### src/rtl/cpu_ctrl_fsm_pkg.sv
// Shared definitions for the RISC CPU control path: instruction fields,
// opcodes, sequencer state encodings and the registered control bundle.
package cpu_defs;

  localparam int INSTR_W = 16;
  localparam int OPC_W   = 3;
  localparam int ADDR_W  = 13;

  localparam logic [OPC_W-1:0] OP_HLT  = 3'b000;
  localparam logic [OPC_W-1:0] OP_SKZ  = 3'b001;
  localparam logic [OPC_W-1:0] OP_ADD  = 3'b010;
  localparam logic [OPC_W-1:0] OP_ANDD = 3'b011;
  localparam logic [OPC_W-1:0] OP_XORR = 3'b100;
  localparam logic [OPC_W-1:0] OP_LDA  = 3'b101;
  localparam logic [OPC_W-1:0] OP_STO  = 3'b110;
  localparam logic [OPC_W-1:0] OP_JMP  = 3'b111;

  typedef enum logic [2:0] {
    S0 = 3'd0,
    S1 = 3'd1,
    S2 = 3'd2,
    S3 = 3'd3,
    S4 = 3'd4,
    S5 = 3'd5,
    S6 = 3'd6,
    S7 = 3'd7
  } state_t;

  typedef struct packed {
    logic inc_pc;
    logic load_pc;
    logic load_ir;
    logic load_acc;
    logic rd;
    logic wr;
    logic datactl_ena;
  } ctrl_t;

  function automatic logic is_alu_op(input logic [OPC_W-1:0] op);
    return (op == OP_ADD) || (op == OP_ANDD) || (op == OP_XORR) || (op == OP_LDA);
  endfunction

endpackage

### src/rtl/cpu_ctrl_fsm.sv
// Fetch/execute sequencer: one state per clock, every strobe a flop loaded
// from the decode of the state being entered.
module cpu_ctrl_fsm
  import cpu_defs::*;
#(
  parameter bit HALT_STICKY = 1'b1
) (
  input  logic             clk,
  input  logic             rst_n,
  input  logic             ena,
  input  logic [OPC_W-1:0] opcode,
  input  logic             zero,
  output logic             inc_pc,
  output logic             load_pc,
  output logic             load_ir,
  output logic             load_acc,
  output logic             rd,
  output logic             wr,
  output logic             datactl_ena,
  output logic             halt,
  output logic [2:0]       state
);

  state_t state_q, state_d;
  ctrl_t  ctl_q, ctl_d;

  logic op_alu, op_sto, op_jmp, op_skz, op_hlt;

  assign op_alu = is_alu_op(opcode);
  assign op_sto = (opcode == OP_STO);
  assign op_jmp = (opcode == OP_JMP);
  assign op_skz = (opcode == OP_SKZ);
  assign op_hlt = (opcode == OP_HLT);

  // S0 has an idle and a fetch phase: an enabled idle S0 re-enters S0 with the
  // first byte read active, and only that fetch S0 (rd set) advances to S1.
  always_comb begin
    state_d = state_q;
    ctl_d   = '0;
    unique case (state_q)
      S0: begin
        if (ctl_q.rd) begin
          state_d       = S1;
          ctl_d.rd      = 1'b1;
          ctl_d.load_ir = 1'b1;
          ctl_d.inc_pc  = 1'b1;
        end else if (ena) begin
          state_d       = S0;
          ctl_d.rd      = 1'b1;
          ctl_d.load_ir = 1'b1;
        end else begin
          state_d = S0;
        end
      end
      S1: begin
        state_d       = S2;
        ctl_d.rd      = 1'b1;
        ctl_d.load_ir = 1'b1;
      end
      S2: begin
        state_d       = S3;
        ctl_d.rd      = 1'b1;
        ctl_d.load_ir = 1'b1;
        ctl_d.inc_pc  = 1'b1;
      end
      S3: begin
        state_d = S4;
      end
      S4: begin
        if (HALT_STICKY && op_hlt) begin
          state_d = S4;
        end else begin
          state_d           = S5;
          ctl_d.rd          = op_alu;
          ctl_d.datactl_ena = op_sto;
          ctl_d.load_pc     = op_jmp;
          ctl_d.inc_pc      = op_skz && zero;
        end
      end
      S5: begin
        state_d           = S6;
        ctl_d.rd          = op_alu;
        ctl_d.load_acc    = op_alu;
        ctl_d.datactl_ena = op_sto;
        ctl_d.wr          = op_sto;
        ctl_d.load_pc     = op_jmp;
        ctl_d.inc_pc      = op_jmp;
      end
      S6: begin
        state_d           = S7;
        ctl_d.datactl_ena = op_sto;
        ctl_d.load_pc     = op_jmp;
        ctl_d.inc_pc      = op_skz && zero;
      end
      S7: begin
        state_d = S0;
      end
      default: begin
        state_d = S0;
      end
    endcase
  end

  always_ff @(posedge clk or negedge rst_n) begin
    if (!rst_n) begin
      state_q <= S0;
      ctl_q   <= '0;
    end else begin
      state_q <= state_d;
      ctl_q   <= ctl_d;
    end
  end

  assign inc_pc      = ctl_q.inc_pc;
  assign load_pc     = ctl_q.load_pc;
  assign load_ir     = ctl_q.load_ir;
  assign load_acc    = ctl_q.load_acc;
  assign rd          = ctl_q.rd;
  assign wr          = ctl_q.wr;
  assign datactl_ena = ctl_q.datactl_ena;
  assign state       = state_q;

  // The opcode only becomes valid once S4 is entered, so halt is decoded from
  // the registered state rather than pre-registered; it drives no clock.
  assign halt = (state_q == S4) && op_hlt;

endmodule

### config.mk
export PLATFORM = sky130hd
export DESIGN_NAME = cpu_ctrl_fsm
export DESIGN_NICKNAME = d
export VERILOG_FILES = /design/src/rtl/cpu_ctrl_fsm_pkg.sv /design/src/rtl/cpu_ctrl_fsm.sv
export SDC_FILE = /design/constraint.sdc
export NUM_CORES = 1
export LEC_CHECK = 0
export CORE_AREA = 2 2 39 41
export CTS_CLUSTER_SIZE = 12
export DETAILED_ROUTE_END_ITERATION = 16
export DIE_AREA = 0 0 41 43
export PLACE_DENSITY = 0.68
export SETUP_SLACK_MARGIN = 0.1
export SYNTH_ARGS = -nofsm -noshare
export SYNTH_HDL_FRONTEND = slang
export SYNTH_SLANG_ARGS = --single-unit
### constraint.sdc
create_clock -name clk -period 1 [get_ports clk]
set_input_delay 0.2 -clock clk [delete_from_list [all_inputs] [get_ports clk]]
set_output_delay 0.2 -clock clk [all_outputs]
set_load 0.02 [all_outputs]
# --- Word-level counts from Yosys, hierarchy flattened ---
# Cells that the tools add are included.
op_classes:
  n_eq_ne: 14
  n_mux: 16
  reduce_logical: 9
op_table:
  columns: ["op", "count"]
  rows:
  - ["$eq A3 B3 Y1 const B", 8]
  - ["$pmux W3 S8", 1]
  - ["$eq A3 B2 Y1 const B", 4]
  - ["$mux W1", 9]
  - ["$eq A3 B1 Y1 const B", 2]
  - ["$logic_not A3 Y1", 2]
  - ["$pmux W1 S2", 3]
  - ["$pmux W1 S5", 1]
  - ["$pmux W1 S4", 1]
  - ["$reduce_or A2 Y1", 2]
  - ["$logic_or A1 B1 Y1", 3]
  - ["$logic_and A1 B1 Y1", 2]
  - ["$mux W2", 1]
totals:
  register_bits: 10
  wordCells: 47

# --- Depth between registers and ports, before layout ---
# Gate-level depths: netlist (run 1).
depth:
  ltp_word: 6
  mapped_depth: 4

# --- Worst setup path before layout (run 1) ---
# OpenSTA, ideal clock, no wires.
synth_path:
  path_type: "flip-flop to output port"
  from: "reg state_q[0], in the netlist state[0]"
  to: "out halt"
  arrival_ps: 1336
  required_ps: 800
  slack_ps: -536
  path_stages_with_launch: 4
  n_path_buf: 1
  cell_sequence: "dfrtp_1 -> buf_2 -> nor3_1 -> nor3b_1"
synth_between:
  elab_chain_cells: 2
synth_lines:
  columns: ["item", "line", "source"]
  rows:
  - ["start: declaration", "cpu_ctrl_fsm.sv:24", "state_t state_q, state_d;"]
  - ["start signal: assignment", "cpu_ctrl_fsm.sv:109", "state_q <= state_d;"]
  - ["$eq A3 B3 Y1", "cpu_ctrl_fsm.sv:125", "assign halt = (state_q == S4) && op_hlt;"]
  - ["$logic_and A1 B1 Y1", "cpu_ctrl_fsm.sv:125", null]
  - ["end: declaration", "cpu_ctrl_fsm.sv:20", "output logic halt,"]
# No other way between the ends.

# --- Worst setup path in the final report (run 1) ---
layout_path:
  from: "reg state_q[0], in the netlist state[0]"
  to: "out state[0]"
layout_lines:
  columns: ["item", "line", "source"]
  rows:
  - ["end: declaration", "cpu_ctrl_fsm.sv:21", "output logic [2:0] state"]
# No word-level cell between the ends.

==> metrics.md, run 1 <==
| Metric | Value |
|---|---|
| Status | `finished, violations left` |
| Violations in the final reports | `setup timing` |
| Critical Path RT | `0.80 ns` |
| Root cell of the clock tree | `clkbuf_4` |
| Largest family of logic cells by synthesized area | `simple AND/OR/NAND/NOR gates` |
| Gpl congestion | `0.737` |
| Global-route wire length before repair | `2090 microns` |
| Initial Utilization | `0.306` |
| Final worst path period need | `1.40 ns` |
| Antenna violations before repair | `0` |
| Die area | `0.00176 sq mm` |
| IO buf count | `17` |
| Endpoints failing setup | `14` |
| Core ar. | `0.00138 sq mm` |
| Post-synth top area share | `0.592` |
| CP startpoint | `state[0]` |
| Worst reg2reg path depth | `6` |
| Arr. time, crit path | `1.20 ns` |
| DRC | `0` |
| CTS tree | `done` |
| Synth top area cells | `dfrtp_1 59%, nor3b_1 5.3%, xnor2_1 4.1%` |
| Post-layout instance area | `928 sq um` |
| FMAX | `712 MHz` |
| Adder-cell share of the synthesized area | `0` |
| All-Layer GR Usage | `0.180` |
| Vias/cell | `4.84` |
| Peak supply drop | `1.98 mV` |
| Hold crit path type | `in -> async` |
| CP startpoint kind | `flip-flop` |
| Slowest cell on crit path | `dfrtp_2` |
| Max-slew violation count | `0` |
| Actual slew at the worst max-slew pin | `0.260 ns` |
| Cell area after synthesis | `423 sq um` |
| Synth Area in Compound Gates | `0.101` |
| Leakage | `0.444 nW` |
| Largest stage delay, worst path | `0.43 ns` |
| Worst Setup Slack, final | `-0.404 ns` |
| Post-Synth Simple-Gate Area | `0.198` |
| Gr ovfl total | `0` |
| Unique masters post-synth | `20` |
| Synth Area in XOR/XNOR | `0.0621` |
| Worst-path fanout max | `5` |
| Clock Sinks | `10` |
| Most common cell after layout, fill and taps aside | `buf_6` |
| Most frequent CP cell | `buf_6` |
| Antenna viol nets, final | `0` |
| Vias in the first global route | `444` |
| Yosys Warn Count | `0` |
| Hold buffers post-CTS | `0` |
| Critical path endpoint category | `output pin` |
| Largest net degree at the start of global routing | `11` |
| Post-DP Area | `721 sq um` |
| Diode count | `0` |
| RSZ-0062 raised after global routing | `yes` |
| WL final | `1400 microns` |
| Die H | `43 microns` |
| Nets | `83` |
| CTS H-tree lvls | `1` |
| Fin cells | `91` |
| Wire length per cell | `15.4 microns` |
| Via count | `440` |
| # IOs | `18` |
| Headroom to the max-slew limit | `0.826` |
| Row cnt | `14` |
| Final period util | `1.40` |
| 1st-pass router iterations | `4` |
| Clk buf depth | `2` |
| Register area share after synthesis | `0.592` |
| DRT iter0 DRCs | `9` |
| Cell-by-cell trace of the critical path | `buf_4 > buf_6 > buf_8 > buf_6` |
| DP Worst Slack | `-0.888 ns` |
| Synthesized area per cell | `11.4 sq um` |
| Power per standard cell area | `3170 mW/mm^2` |
| Mapped Nets | `44` |
| Skew-Pair Late Insertion Delay | `0.26 ns` |
| Syn Inst Count | `37` |
| Area grow syn2layout | `120%` |
| CTS Buf Count | `3` |
| Post-DP HPWL | `734 microns` |
| Placed cell count | `79` |
| Share of cells above drive strength 1 | `0.640` |
| Fin Setup TNS | `-3.10 ns` |
| Worst setup path category | `reg -> out` |
| Hold Fails Final Rpt | `0` |
| FF-to-FF Start | `state[0]` |
| Post-synth top area cell | `dfrtp_1` |
| Die Width | `41 microns` |
| Clk_skew | `0.00682 ns` |
| Clk slew on worst S/H paths | `0.07 ns` |
| Maxcap violations | `0` |
| Core Util, Final | `0.671` |
| Flops & latches, synth | `10` |
| Most frequent cells in the layout | `19 x buf_6, 9 x buf_4, 7 x dfrtp_1` |
| Post-synthesis mux area share | `0` |
metrics by stage:
| step | power (mW) | hold slack, ns |
|---|---|---|
| final | 2.94 | 0.251 |
| after global routing | 3.10 | 0.247 |
| after CTS | 2.68 | 0.255 |
| after detailed placement | 1.86 | 0.536 |
| after global placement | 1.85 | 0.536 |
| after floorplan | 1.31 | -0.0956 |
layout make-up:
class                   instances  area (sq um)
multi-input cells              23           238
inverters                       2          7.51
flip-flops and latches         10           254
fillers                       105           455
well taps                      16          20.0
repair buffers                 36           373
clock buffers                   4          36.3
registers in the layout (all words and copies together), names as in the netlist:
signal / count
state: 3
rd: 1
load_ir: 1
datactl_ena: 1
wr: 1
load_acc: 1
inc_pc: 1
load_pc: 1
worst max-delay path: cells and delay by family (launching register included):
family | cells | cell delay (ns)
buf+inv | 4 | 0.50
flops | 1 | 0.43
power breakdown:
part           leakage (nW)  switching [mW]  internal (mW)
combinational         0.298           0.834           1.08
clock                0.0210           0.144          0.221
sequential            0.124           0.104          0.561
cells by family (layout without fill, tap and decap cells):
kind of cell    after synthesis  count (layout)
flops                        10              10
buf+inv                       4              42
compound gates                6               6
xor+xnor                      3               3
simple gates                 14              14
repair_timing:
action | in CTS | in global routing
gates cloned | 1 | 0
resized for setup | 81 | 9
pin swaps | 6 | 7
setup buffers | 5 | 2
endpoints found under the setup margin | 20 | 21
endpoints found under the hold margin | 0 | 0
worst paths after layout:
kind                            endpoint  slack [ns]
worst min register to register  state[0]        0.67
worst min-delay path             load_pc        0.25
min in group clk                      wr        0.47
max in group asynchronous       state[1]        0.63
worst max register to register        rd       -0.35
worst max-delay path            state[0]       -0.40
routing by layer:
layer,track usage,up-vias,share of wire
met4,0.0600,0,0.010
met2,0.281,17,0.54
met1,0.221,215,0.40
li1,-,206,-
met3,0.0628,2,0.044
met5,0,-,0
synth_stat cells:
cell type,count
a21oi_1,1
inv_1,2
a22oi_1,1
or4b_1,1
nor2_1,2
xor2_1,1
xnor2_1,2
nand2_1,1
buf_2,1
o21ai_1,1
dfrtp_1,10
nand4_1,2
a41o_1,1
nand3_1,1
nand2b_1,1
nor4_1,1
nor3b_1,3
o21bai_1,2
nor3_1,2
buf_4,1
(Power assumes the default switching activity.)
==> run 2, diff against run 1 <==
--- a/config.mk
+++ b/config.mk
@@ -5,6 +5,7 @@
 export SDC_FILE = /design/constraint.sdc
 export NUM_CORES = 1
 export LEC_CHECK = 0
+export CAP_MARGIN = 20
 export CORE_AREA = 2 2 39 41
 export CTS_CLUSTER_SIZE = 12
 export DETAILED_ROUTE_END_ITERATION = 16
==> results of run 2 <==
Final layout, timing and power as in run 1 (identical DEF).
